## config.mk

```make
export PLATFORM = sky130hd
export DESIGN_NAME = pipe_ctrl
export DESIGN_NICKNAME = d
export VERILOG_FILES = /design/src/rtl/pipe_pkg.sv /design/src/rtl/sat_counter.sv /design/src/rtl/pipe_ctrl.sv
export SDC_FILE = /design/constraint.sdc
export NUM_CORES = 1
export LEC_CHECK = 0
export CAP_MARGIN = 10
export CELL_PAD_IN_SITES_DETAIL_PLACEMENT = 2
export CELL_PAD_IN_SITES_GLOBAL_PLACEMENT = 2
export CORE_ASPECT_RATIO = 1.2
export CORE_MARGIN = 2
export CORE_UTILIZATION = 30
export DETAILED_ROUTE_END_ITERATION = 12
export PLACE_DENSITY_LB_ADDON = 0.12
export SLEW_MARGIN = 20
export SYNTH_ARGS = -nofsm -noshare
export SYNTH_HDL_FRONTEND = slang
export SYNTH_SLANG_ARGS = --single-unit
```

## constraint.sdc

```tcl
create_clock -name clk -period 2 [get_ports clk]
set_input_delay 0.4 -clock clk [delete_from_list [all_inputs] [get_ports clk]]
set_output_delay 0.4 -clock clk [all_outputs]
set_load 0.03 [all_outputs]
```

## src/rtl/pipe_pkg.sv

```systemverilog
// Shared definitions for the pipeline freeze/flush sequencer: state encoding
// and the default memory-wait timeout.
package pipe_pkg;

  typedef enum logic [1:0] {
    ST_RUN      = 2'd0,
    ST_MEM_WAIT = 2'd1,
    ST_ERR      = 2'd2
  } pipe_state_t;

  localparam int DEF_MEM_TIMEOUT = 64;

endpackage

```

## src/rtl/sat_counter.sv

```systemverilog
// Saturating up-counter: increments on inc, sticks at all-ones instead of
// wrapping, cleared by synchronous active-high rst.
module sat_counter #(
  parameter int W = 16
) (
  input  logic         clk,
  input  logic         rst,
  input  logic         inc,
  output logic [W-1:0] count
);

  function automatic logic [W-1:0] sat_inc(input logic [W-1:0] v);
    return (&v) ? v : v + W'(1);
  endfunction

  always_ff @(posedge clk) begin
    if (rst)
      count <= '0;
    else if (inc)
      count <= sat_inc(count);
  end

endmodule

```

## src/rtl/pipe_ctrl.sv

```systemverilog
// Central freeze/flush sequencer for the 5-stage pipeline: merges memory wait,
// taken branch and load-use hazard into per-stage controls, with perf counters.
module pipe_ctrl
  import pipe_pkg::*;
#(
  parameter int MEM_TIMEOUT = DEF_MEM_TIMEOUT,
  parameter int CNT_W       = 16
) (
  input  logic             clk,
  input  logic             rst,
  input  logic             hazard,
  input  logic             Branch_taken,
  input  logic             mem_req,
  input  logic             mem_ready,
  output logic             freeze_if,
  output logic             flush_if,
  output logic             flush_id,
  output logic             freeze_all,
  output logic             mem_err,
  output logic [CNT_W-1:0] hazard_stalls,
  output logic [CNT_W-1:0] mem_stalls,
  output logic [CNT_W-1:0] branch_flushes
);

  localparam int WAIT_W = $clog2(MEM_TIMEOUT) + 1;

  pipe_state_t       state_q, state_nxt;
  logic [WAIT_W-1:0] wait_q, wait_nxt;
  logic              err_set;
  logic              hz_inc, mem_inc, br_inc;

  always_ff @(posedge clk) begin
    if (rst) begin
      state_q <= ST_RUN;
      wait_q  <= '0;
      mem_err <= 1'b0;
    end else begin
      state_q <= state_nxt;
      wait_q  <= wait_nxt;
      if (err_set)
        mem_err <= 1'b1;
    end
  end

  // Mealy decode: the pipeline sees freeze/flush in the same cycle as the cause.
  always_comb begin
    state_nxt  = state_q;
    wait_nxt   = wait_q;
    err_set    = 1'b0;
    freeze_if  = 1'b0;
    flush_if   = 1'b0;
    flush_id   = 1'b0;
    freeze_all = 1'b0;
    hz_inc     = 1'b0;
    mem_inc    = 1'b0;
    br_inc     = 1'b0;
    if (!rst) begin
      case (state_q)
        ST_RUN: begin
          if (mem_req && !mem_ready) begin
            // EXE/ID are frozen, so a pending branch or hazard is serviced after release.
            freeze_all = 1'b1;
            freeze_if  = 1'b1;
            state_nxt  = ST_MEM_WAIT;
            wait_nxt   = WAIT_W'(1);
          end else if (Branch_taken) begin
            flush_if = 1'b1;
            flush_id = 1'b1;
            br_inc   = 1'b1;
          end else if (hazard) begin
            freeze_if = 1'b1;
            flush_id  = 1'b1;
            hz_inc    = 1'b1;
          end
        end
        ST_MEM_WAIT: begin
          freeze_all = 1'b1;
          freeze_if  = 1'b1;
          mem_inc    = 1'b1;
          // A dropped request is released like a completed access.
          if (mem_ready || !mem_req) begin
            state_nxt = ST_RUN;
            wait_nxt  = '0;
          end else if (wait_q == WAIT_W'(MEM_TIMEOUT - 1)) begin
            state_nxt = ST_ERR;
            err_set   = 1'b1;
          end else begin
            wait_nxt = wait_q + WAIT_W'(1);
          end
        end
        ST_ERR: begin
          freeze_all = 1'b1;
          freeze_if  = 1'b1;
        end
        default: state_nxt = ST_RUN;
      endcase
    end
  end

  sat_counter #(.W(CNT_W)) u_hazard_cnt (
    .clk   (clk),
    .rst   (rst),
    .inc   (hz_inc),
    .count (hazard_stalls)
  );

  sat_counter #(.W(CNT_W)) u_mem_cnt (
    .clk   (clk),
    .rst   (rst),
    .inc   (mem_inc),
    .count (mem_stalls)
  );

  sat_counter #(.W(CNT_W)) u_branch_cnt (
    .clk   (clk),
    .rst   (rst),
    .inc   (br_inc),
    .count (branch_flushes)
  );

endmodule
```

Word-level counts from Yosys, hierarchy flattened
Cells that the tools add are included.
Widths: inputs -> output; s select.
{"block": "word_totals", "ff_bits": 58, "input_bits": 6, "out_inout_bits": 53, "wordCells": 68}
{"block": "classes", "n_addsub": 4, "n_eq_ne": 6, "n_mux": 33, "n_bitwise": 4, "reduce_logical": 15}
{"cell": "$add 16x1->16 const B", "count": 3}
{"cell": "$reduce_and 16->1", "count": 3}
{"cell": "$mux 1", "count": 23}
{"cell": "$mux 7", "count": 3}
{"cell": "$pmux 7 s2", "count": 1}
{"cell": "$add 7x1->7 const B", "count": 1}
{"cell": "$eq 7x6->1 const B", "count": 1}
{"cell": "$mux 2", "count": 3}
{"cell": "$ne 3x3->1 const B", "count": 2}
{"cell": "$pmux 2 s3", "count": 1}
{"cell": "$reduce_and 2->1", "count": 3}
{"cell": "$reduce_and 3->1", "count": 2}
{"cell": "$not 1->1", "count": 4}
{"cell": "$pmux 1 s2", "count": 2}
{"cell": "$eq 2x1->1 const B", "count": 1}
{"cell": "$eq 2x2->1 const B", "count": 1}
{"cell": "$logic_not 1->1", "count": 2}
{"cell": "$logic_not 2->1", "count": 1}
{"cell": "$ne 2x2->1 const B", "count": 1}
{"cell": "$reduce_bool 2->1", "count": 1}
{"cell": "$reduce_or 2->1", "count": 1}
{"cell": "$logic_and 1x1->1", "count": 1}
{"cell": "$logic_or 1x1->1", "count": 1}

Depth between registers and ports, before layout
{"block": "logic_depth", "depth_word": 6, "mapped_depth": 9, "ltp_nobuf": 8}

Cells and area by module
From an unflattened synthesis, not the netlist that was laid out.
{"block": "hier_totals", "cells_unflattened": 370, "area_unflattened_um2": 3213.1}
{"module": "sat_counter", "instances": 3, "cells_per_inst": 96, "area_per_inst_um2": 833.3, "seq_area_each_um2": 320.3}
{"module": "pipe_ctrl", "instances": 1, "cells_per_inst": 82, "area_per_inst_um2": 713.2, "seq_area_each_um2": 200.2}

Least setup slack after synthesis
Ideal clock, no wire load.
{"block": "synth_path", "kind": "reg-to-reg", "start": "register u_hazard_cnt.count[0]", "end": "register u_hazard_cnt.count[2]", "setup_time_ns": 0.128, "arrival_ns": 1.873, "required_time_ns": 1.872, "setup_slack_ns": -0.001, "path_stages_with_launch": 7, "path_buffers": 0, "period_less_slack_ns": 2.001, "cell_sequence": "dfxtp_1 -> ha_1 -> nand4_1 -> nor4_2 -> nor3b_1 -> xnor2_1 -> nor2_1"}
{"block": "synth_via", "elab_chain_cells": 3, "word_cells_on_any_way": 4, "classes_between": "add/sub: 1; bitwise: 1; reduce/logical: 2"}
{"item": "start, declared", "line": "sat_counter.sv:9", "rtl": "output logic [W-1:0] count"}
{"item": "start signal, assigned", "line": "sat_counter.sv:20", "rtl": "count <= sat_inc(count);"}
{"item": "parallel branches: the longest is 3 deep, another holds $add 16x1->16"}
Several ways; the timed one is not identified.
A chain may end at the register's enable or synchronous reset.

Worst setup path after layout
{"block": "layout_path", "start": "register u_hazard_cnt.count[11]", "end": "output port hazard_stalls[11]"}
{"item": "end, declared", "line": "pipe_ctrl.sv:20", "rtl": "output logic [CNT_W-1:0] hazard_stalls,"}
No word-level cell between the ends.

==> PnR_summary.wiki <==
{| class="wikitable"
! Metric !! Value
|-
| Outcome || completed
|-
| Gp weighted congestion || 0.756
|-
| Placement row count || 40
|-
| Final antenna-violating net count || 0
|-
| Hold Crit Class || reg2reg
|-
| Peak ir drop on the vdd network || 0.000381 V
|-
| First-pass iteration count of the detailed router || 4
|-
| Boundary pin count || 59
|-
| Final net count || roughly 470
|-
| Largest incremental delay on the critical path || around 0.73 ns
|-
| End-of-flow core utilization || 0.433
|-
| Cell Int Power || 2180 uW
|-
| Sequential Power Share || 0.414
|-
| Number of cell instances on the worst register-to-register path || 8
|-
| Average detailed-routed wire length per instance || 16.2 um
|-
| Slew at the pin closest to its max-slew limit || 0.443 ns
|-
| Post-placement setup slack || -0.280 ns
|-
| # Max-Cap Violations || 0
|-
| EDFF count, synth || 0
|-
| P per Cell Area || 670 nW/um^2
|-
| Via density per instance || 5.19
|-
| Final Hold Viols || 0
|-
| Source-to-sink clock delay at the later pin of the worst-skew pair || ~0.33 ns
|-
| Effective utilization at floorplan || 0.303
|-
| Via count of the first global-routing pass || 3258
|-
| Hold Path End || mem_err
|-
| Overflow left after global routing || 0
|-
| Final count of pins violating max slew || 0
|-
| Number of antenna violations at the first check in global routing || 0
|-
| Period utilization || 0.970
|-
| Cell count after synthesis || 354
|-
| Height of the chip || 114 um
|-
| Maximum number of pins on one net before global-route repair || 41
|-
| Share of power burned in combinational logic || 0.102
|-
| Type of element launching the critical path || flip-flop
|-
| Sequence of cells on the critical path || clkdlybuf4s50_1
|-
| Final Hold Slack || 0.479 ns
|-
| Reported leakage power || 0.00154 uW
|-
| Data arrival time at the worst-slack endpoint || 1.54 ns
|-
| Post-synthesis average cell area || between 8 and 9 um^2
|-
| Share of final-layout standard cells stronger than drive strength 1 || 0.179
|-
| Post-Syn Area || 3010 um^2
|-
| Buffers on Ports || 58
|-
| Horizontal extent of the die || 95.4 um
|-
| Most common cell after layout, fill and taps aside || dfxtp_1
|-
| Number of library cell types mapped by synthesis || 47
|-
| Critical path class || reg2out
|-
| Drt drc || 0
|-
| Inserted Clock Buffers || 9
|-
| Hold path startpoint || mem_err
|-
| Wire length after detailed routing || around 9400 um
|-
| Cell class contributing the biggest share of worst-path delay || buffers and inverters
|-
| Overall die area || 10800 um^2
|-
| Number of DRC markers in iteration 0 || 45
|-
| Sequential area share after synthesis || 0.386
|-
| WP buf/inv || 1
|-
| Worst flop-to-flop path endpoint || u_hazard_cnt.count[9]
|-
| Total negative slack || 0 ns
|-
| Worst-case clock skew || 0.00522 ns
|-
| Switching part of the total power || 0.242
|-
| Relative contribution of the clock network to total power || 0.484
|-
| Largest fanout on the critical path || 8
|-
| Internal reg-to-reg setup slack || 0.12 ns
|-
| Slowest-stage cell, CP || clkdlybuf4s50_1
|-
| Element type at the critical path end || primary output
|-
| Half-perimeter wire length of the detailed placement result || 6860 um
|-
| Placeable Area || around 10000 um^2
|-
| Combined global-route utilization of all metal layers || 0.189
|-
| Flip-flop and latch count after synthesis || 58
|-
| Relative slew slack || 0.705
|-
| Yosys Warn Count || 0
|-
| Register clock-pin slew on the reported worst setup and hold paths || 0.05 ns
|-
| Proportion of register bits with asynchronous set or reset after synthesis || 0
|-
| Total of endpoints with negative setup slack in the final report || 0
|-
| Unrepaired setup endpoints after global routing || no
|-
| Switching power || 695 uW
|-
| Clk root buf || clkbuf_16
|-
| Peak Freq || 515 MHz
|-
| Area overhead of the layout relative to synthesis || 42.6%
|-
| Number of nets produced by synthesis || around 370
|-
| Number of inserted diodes || 0
|-
| Fin crit period || 1.94 ns
|-
| Worst hold path cell count || 2
|-
| Post-route setup slack || 0.0591 ns
|-
| Vias after detailed routing || 3005
|-
| Worst reg2reg path startpoint || state_q[1]
|-
| CTS Hold Buffers Added || 0
|-
| Global-route wire length before repair || between 15000 and 20000 um
|-
| Most used cells in the layout excluding fill and tap cells || 56 x dfxtp_1, 53 x nor2_1, 49 x clkdlybuf4s50_1
|-
| Most used DFF post-synth || dfxtp_1
|-
| Clock Sink Count || a little under 60
|-
| CP required || ~1.6 ns
|-
| Level count of the clock H-tree || 3
|-
| Maximum buffer depth of the clock tree || 2
|-
| TritonCTS clock tree || yes
|}
flip-flops by register name, indices dropped and copies added (netlist names):
name	count
wait_q	7
u_branch_cnt.count	16
state_q	2
u_mem_cnt.count	16
mem_err	1
u_hazard_cnt.count	16
timing repair:
action                                  4_1_cts  5_1_grt
pin swaps                                     2        2
endpoints found under the setup margin        4       18
gates resized for setup                      14        6
setup buffers                                 2        0
stage by stage:
| step | cells | cell area (um^2) | power (uW) |
|---|---|---|---|
| after global routing | 579 | 4290 | 3010 |
| after global placement | 565 | 3960 | 1480 |
| after floorplan | 354 | 3020 | 1380 |
| final | 579 | 4290 | 2870 |
| after CTS | 580 | 4280 | 2920 |
| after detailed placement | 565 | 3960 | 1490 |
power by group through the flow:
stage               combinational, uW  clock (uW)  sequential, uW
floorplan                         151           0            1230
global placement                  270           0            1210
detailed placement                278           0            1210
CTS                               295        1440            1190
global route                      322        1500            1190
finish                            293        1390            1190
per-layer routing:
metal  global-route usage  routed length, um  vias up
met5                    0                  0        -
met4               0.0829                172        0
met3               0.0297                214       10
met2                0.332               4940       42
met1                0.225               4040     1483
li1                     -                  -     1470
kinds of logic after synthesis:
logic type	count (synthesis)	synth area share
DFF	58	0.386
AOI/OAI and AO/OA	56	0.122
xor gates and xnor gates	28	0.0816
buffers and inverters	17	0.0279
adders and majority gates	8	0.0333
and+or+nand+nor	179	0.323
muxes	8	0.0266
synth_stat cells (8+ instances only):
cell type / number / area (um^2)
dfxtp_1: 58 / 1160
a21oi_1: 21 / 105
xnor2_1: 12 / 105
nor3_1: 15 / 75.1
nand4_1: 14 / 87.6
or3_1: 8 / 50.1
o21ai_0: 14 / 70.1
nand3_1: 23 / 115
xor2_1: 16 / 140
ha_1: 8 / 100
mux2i_1: 8 / 80.1
nand2_1: 21 / 78.8
clkbuf_1: 8 / 30.0
nor2_1: 53 / 199
and3_1: 8 / 50.1
layout make-up:
cell class | count | area [um^2]
inverters | 6 | 27.5
fillers | 1111 | 5620
well taps | 126 | 158
repair buffers | 97 | 857
clock buffers | 13 | 260
multi-input cells | 279 | 1820
flip-flops and latches | 58 | 1160
how the worst max path moves through the flow:
| stage | from | endpoint | slack, ns | cells after the start |
|---|---|---|---|---|
| 6_report | u_hazard_cnt.count[11] | hazard_stalls[11] | 0.06 | 1 |
| 5_1_grt | u_hazard_cnt.count[11] | hazard_stalls[11] | 0.009 | 1 |
| 4_1_cts | state_q[1] | flush_if | 0.02 | 7 |
| 3_5_place_dp | mem_ready | u_branch_cnt.count[9] | -0.28 | 7 |
| 3_3_place_gp | mem_req | u_hazard_cnt.count[9] | -0.20 | 7 |
| 2_1_floorplan | u_branch_cnt.count[0] | u_branch_cnt.count[2] | 0.06 | 6 |
worst reg2reg max path: cells and delay by family, from the launching register on:
kind	cells	cell delay, ns
flip-flops	1	0.32
buffers and inverters	2	0.28
AO/OA/AOI/OAI	2	0.30
AND/OR/NAND/NOR	3	0.70
adder cells (fa/ha/maj)	1	0.18
(Power assumes the default switching activity.)
==> variant 1, RTL diff (same settings) <==
The package constant `DEF_MEM_TIMEOUT` goes from 64 to 128.
--- a/src/rtl/pipe_pkg.sv
+++ b/src/rtl/pipe_pkg.sv
@@ -10,3 +10,3 @@
 
-  localparam int DEF_MEM_TIMEOUT = 64;
+  localparam int DEF_MEM_TIMEOUT = 128;
 
Behaviour: same outputs for any inputs over 10 cycles, from zero or initial values and one cycle with rst high; that may be too few to reach the edited logic, so the function may still have changed.
==> variant 1 against the unedited design <==
  * Final area increased by 2.9%
  * Cell count rose by 2.4%
  * Sequential share of layout area shrank 0.14 points
  * Clock power increased by 4%
  * Sequential cell count grew 1
  * Setup slack lost 45 ps
  * Die area rose by 0.32%
  * Power is 0.48% higher
  * Area after synthesis rose by 0.33%
  * Critical path depth is 6 higher
  * Wire length grew 10%
  * Critical endpoint is now u_hazard_cnt.count[13]
  * Largest cell class unchanged
==> variant 1: results (changes against the unedited design) <==
synth unique cells 49 (+4.3%); outcome finished clean; ANT cells 0 (unchanged); CTS max path bufs 2 (unchanged); initial antenna violation count 0 (unchanged); syn_nets 376 (+2.2%); post-synthesis async set-or-reset flop share 0% (unchanged); Hold Path Class reg -> reg; Placed Area 4040 um^2 (+1.8%); post-synthesis compound-gate area fraction 12.7% (+0.46 points); worst-path fanout max 4 (-4); Port Buf Inserts 58 (unchanged); Synth Flop Type dfxtp_1; register area share after synthesis 39.2% (+0.54 points); adder-cell share of the synthesized area 3.32% (-0.011 points); max incr delay on CP 430 ps (-300 ps); mux contribution to synthesized area 2.74% (+0.074 points); Syn Inst Count 362 (+2.3%); Synth area leaders dfxtp_1 (39%), nor2_1 (6.8%), xnor2_1 (4.4%); non-filler cells in the finished layout 593 (+2.4%); Leakage Power 1.66 nW (+7.7%); initial DRC count 97 (+120%); largest net degree at the start of global routing 39 (-4.9%); Ys Warns 0 (unchanged); fin nets 476 (+2.4%); Slew @ Worst Pin 514 ps (+70.9 ps); Regs by FF count u_branch_cnt.count: 16 flops, u_hazard_cnt.count: 16 flops, u_mem_cnt.count: 16 flops; synth cell count leaders dfxtp_1 (59), nor2_1 (55), nand2_1 (22); Post-Route WL 10,300 um (+10%); Clock Latency Late Sink between 300 and 400 ps; TritonRoute pass-1 iters 4 (unchanged); VDD IR max 0.337 mV (-12%); Post-Synth XOR/XNOR Area 7.84% (-0.32 points); layout cell share with drive strength beyond 1 20.8% (+2.9 points); total CTS buffers 9 (unchanged); vias in the first global route 3,374 (+3.6%); CP max stage cell or4_4; GP Congestion 0.759 (+0.41%); GRT Overall Usage 20.1% (+1.1 points); post-route clock skew 3.37 ps (-1.84 ps); placed cells 576 (+1.9%); DPL Wire Length 7210 um (+5.1%); CTS Root Cell clkbuf_16; first-pass GRT wire length 17,200 um (+6.5%); vias per cell 5.26 (+1.4%); arrival time at the worst endpoint 2240 ps (+700 ps)
==> variant 1: cell count changes after synthesis, sizes merged, moves of 4 or more <==
cell    change
nand4b      -4
or4         +4
and4        +6
o21ai       -6
or3         -4
nand3       -6
clkbuf      +4
xor2        -4
==> variant 1: worst paths after layout <==
path,start,to,slack (ps),cells after the start
worst min-delay path,mem_err,mem_err,480,2
worst max register to register,state_q[1],u_hazard_cnt.count[13],10,7
worst max-delay path,state_q[1],u_hazard_cnt.count[13],10,7
worst min register to register,mem_err,mem_err,480,2
==> variant 1: layer usage <==
metal  routed length, um  share of wire [%]  up-vias  GRT usage [%]
met5                   0                  0        -              0
met4                 128                1.2        0           6.76
met3                 262                2.5       10           3.76
met2                5300                 51       42           34.8
met1                4620                 45     1545           24.6
li1                    -                  -     1525              -
==> variant 1: per-stage QoR <==
step           util (%)  worst slack (ps)
2_1_floorplan         -              10.3
3_3_place_gp       40.7              -349
3_5_place_dp       40.7              -516
4_1_cts            44.1              7.49
5_1_grt            44.5             -47.8
6_report           44.5              14.1
==> variant 1: critical path: cells and delay by family (launching register included) <==
family          cells  cell delay (ps)
buf+inv             1               70
flops               1              320
fa+ha+maj           1              170
compound gates      1              120
simple gates        4             1230
==> variant 1: layout make-up <==
type                    instances  area [um^2]
fillers                      1090         5500
flip-flops and latches         59         1190
well taps                     126          158
repair buffers                103          910
inverters                       8         30.0
clock buffers                  14          264
clock inverters                 2         10.0
multi-input cells             281         1850
==> variant 1: cell families (layout without fill, tap and decap cells) <==
group,after synthesis,in the layout
flip-flops,59,59
XOR/XNOR,27,27
AO/OA/AOI/OAI,58,58
adder cells (fa/ha/maj),8,8
multiplexers,8,8
buffers and inverters,22,127
AND/OR/NAND/NOR,180,180
==> variant 1: what timing repair did <==
action	in CTS	in global routing
pin swaps	5	1
setup endpoints to repair	13	14
setup buffers	1	1
hold endpoints to repair	0	0
gates cloned	0	0
gates resized for setup	20	12
==> variant 1: report_power, final <==
part / total (mW) / switching, mW / internal (mW)
logic: 0.241 / 0.135 / 0.106
registers: 1.20 / 0.0116 / 1.19
clock network: 1.45 / 0.544 / 0.903
total: 2.89 / 0.691 / 2.20
==> variant 2, RTL diff (same settings) <==
Made on the original files. Make the reset (`rst`) asynchronous in 2 clocked blocks. Comments in the files are not updated.
--- a/src/rtl/sat_counter.sv
+++ b/src/rtl/sat_counter.sv
@@ -15,3 +15,3 @@
 
-  always_ff @(posedge clk) begin
+  always_ff @(posedge clk or posedge rst) begin
     if (rst)
--- a/src/rtl/pipe_ctrl.sv
+++ b/src/rtl/pipe_ctrl.sv
@@ -31,3 +31,3 @@
 
-  always_ff @(posedge clk) begin
+  always_ff @(posedge clk or posedge rst) begin
     if (rst) begin
Check against the original RTL: differs if rst is asserted again (counterexample within 4 cycles, from zero or initial values and one cycle with rst high); with rst held inactive, the same outputs for 10 cycles.
==> variant 2 against the unedited design <==
  * Register-to-register slack worse by 40 ps
  * Setup slack got worse by 3.0 ps
  * Cell count fell by 9.2%
  * Final area rose by 2.5%
  * Largest cell class unchanged
  * Wire length is 12% lower
  * Area after synthesis rose by 0.54%
  * Sequential cell count stayed put
  * Count of clock-buffer cells in the layout up 1
  * Critical path depth rose by 5
  * Global-route usage shrank 2.1 points
  * First-iteration DRC count decreased by 2.2%
Power is not compared: it rests on default switching activity, and its combinational part moved more than twofold at a synthesized area within 25%.
==> variant 2: results (changes against the unedited design) <==
PostCTS Resize Cnt 15 (+1); metal3 WL 350 um (+64%); arrival time at the worst endpoint 1540 ps (about the same); adder-cell share of the synthesized area 3.31% (-0.018 points); post-route clock skew 6.80 ps (+1.59 ps); vias post-DR 2,626 (-13%); post-synthesis compound-gate area fraction 6.95% (-5.2 points); outcome finished clean; post-synthesis async set-or-reset flop share 100% (+100 points); TritonRoute pass-1 iters 5 (+1); Synth area leaders dfrtp_1 (48%), xnor2_1 (6.1%), xor2_1 (4.1%); Worst path top cell family by delay buffers and inverters; Ys Warns 0 (unchanged); M3 GR Usage 5.09% (+2.1 points); vias in the first global route 2,848 (-13%); R2R setup slack 80 ps (-40 ps); Synth Flop Type dfrtp_1; Clock transition at path regs 50 ps (about the same); synth cell count leaders dfrtp_1 (58), nand2_1 (23), xnor2_1 (21); CP max stage cell dfrtp_1; WL met2 4230 um (-14%); largest net degree at the start of global routing 31 (-24%); PnR worst setup slack 56.1 ps (-2.95 ps); layout cell share with drive strength beyond 1 22.9% (+5.0 points); Post-Place Worst Slack -337 ps (-56.7 ps); H-tree levels 3 (unchanged); synth unique cells 46 (-2.1%); first-pass GRT wire length 14,200 um (-12%); Placed Area 4010 um^2 (+1.3%); fin nets 407 (-12%); max incr delay on CP 380 ps (-350 ps); initial DRC count 44 (-2.2%); Slew Limit Headroom 72.5% (+2.1 points); Post-Synth XOR/XNOR Area 10.1% (+2.0 points); CTS Root Cell clkbuf_16; CTS max path bufs 2 (unchanged); mux contribution to synthesized area 3.77% (+1.1 points); Worst Setup SP state_q[0]; DPL Wire Length 6130 um (-11%); top sig layer met4; GP Congestion 0.762 (+0.89%); Worst R2R End u_hazard_cnt.count[11]; worst setup path endpoint flush_id; hold_ws 224 ps (-255 ps); Clock Latency Late Sink 330 ps (about the same); met1 usage 20.3% (-2.2 points); Regs by FF count u_branch_cnt.count: 16 flops, u_hazard_cnt.count: 16 flops, u_mem_cnt.count: 16 flops; register area share after synthesis 48.0% (+9.4 points); initial antenna violation count 2 (+2); GR Util met2 28.0% (-5.2 points); Post-CTS Setup Bufs 3 (+1); total CTS buffers 9 (unchanged); syn_nets 305 (-17%); worst-path fanout max 2 (-6); Hold Path Class in -> async; Met1 Wirelength 3550 um (-12%); Post-Route WL 8280 um (-12%); VDD IR max between 0.4 and 0.5 mV; GRT Overall Usage 16.9% (-2.1 points)
[variant 2: cell types whose count changed after synthesis, moves of 9 or more]
cell / unedited run / this run
dfrtp_1: 0 / 58
dfxtp_1: 58 / 0
nor2_1: 53 / 19
a21oi_1: 21 / 10
xnor2_1: 12 / 21
[variant 2: where the power goes]
| group | switching (mW) | internal (mW) |
|---|---|---|
| Combinational | 0.752 | 0.651 |
| Sequential | 0.205 | 1.34 |
| Clock | 0.523 | 0.935 |
| Total | 1.48 | 2.93 |
[variant 2: through the flow]
step / setup TNS, ps / util [%] / std cells
final: 0 / 44.3 / 526
after global routing: -78.7 / 44.3 / 526
after CTS: 0 / 43.9 / 524
after detailed placement: -7700 / 40.5 / 505
after global placement: -5790 / 40.5 / 505
after floorplan: -25.3 / - / 291
[variant 2: worst min path at each step]
stage	startpoint	to	cells after the start
after CTS	mem_err	mem_err	1
final	rst	state_q[1]	3
after floorplan	wait_q[4]	wait_q[4]	1
after detailed placement	mem_err	mem_err	1
after global placement	mem_err	mem_err	1
after global routing	rst	state_q[1]	3
[variant 2: logic make-up (layout without fill, tap and decap cells)]
group           count (synthesis)  count (layout)
compound gates                 35              35
other cells                     0               2
flops                          58              58
simple gates                  132             132
xor+xnor                       35              35
buf+inv                        13             120
fa+ha+maj                       8               8
mux                            10              10
[variant 2: tightest hold or removal path, stage by stage]
cell	delay, ps
dlymetal6s2s_1	190
buf_4	170
clkinvlp_4	130
[variant 2: final cells by class]
cell class | count | area (um^2)
Sequential cell | 58 | 1450
Multi-Input combinational cell | 220 | 1570
Clock inverter | 2 | 10.0
Inverter | 11 | 47.5
Fill cell | 1064 | 5520
Antenna cell | 2 | 5.00
Timing Repair Buffer | 93 | 873
Tap cell | 126 | 158
Clock buffer | 14 | 274
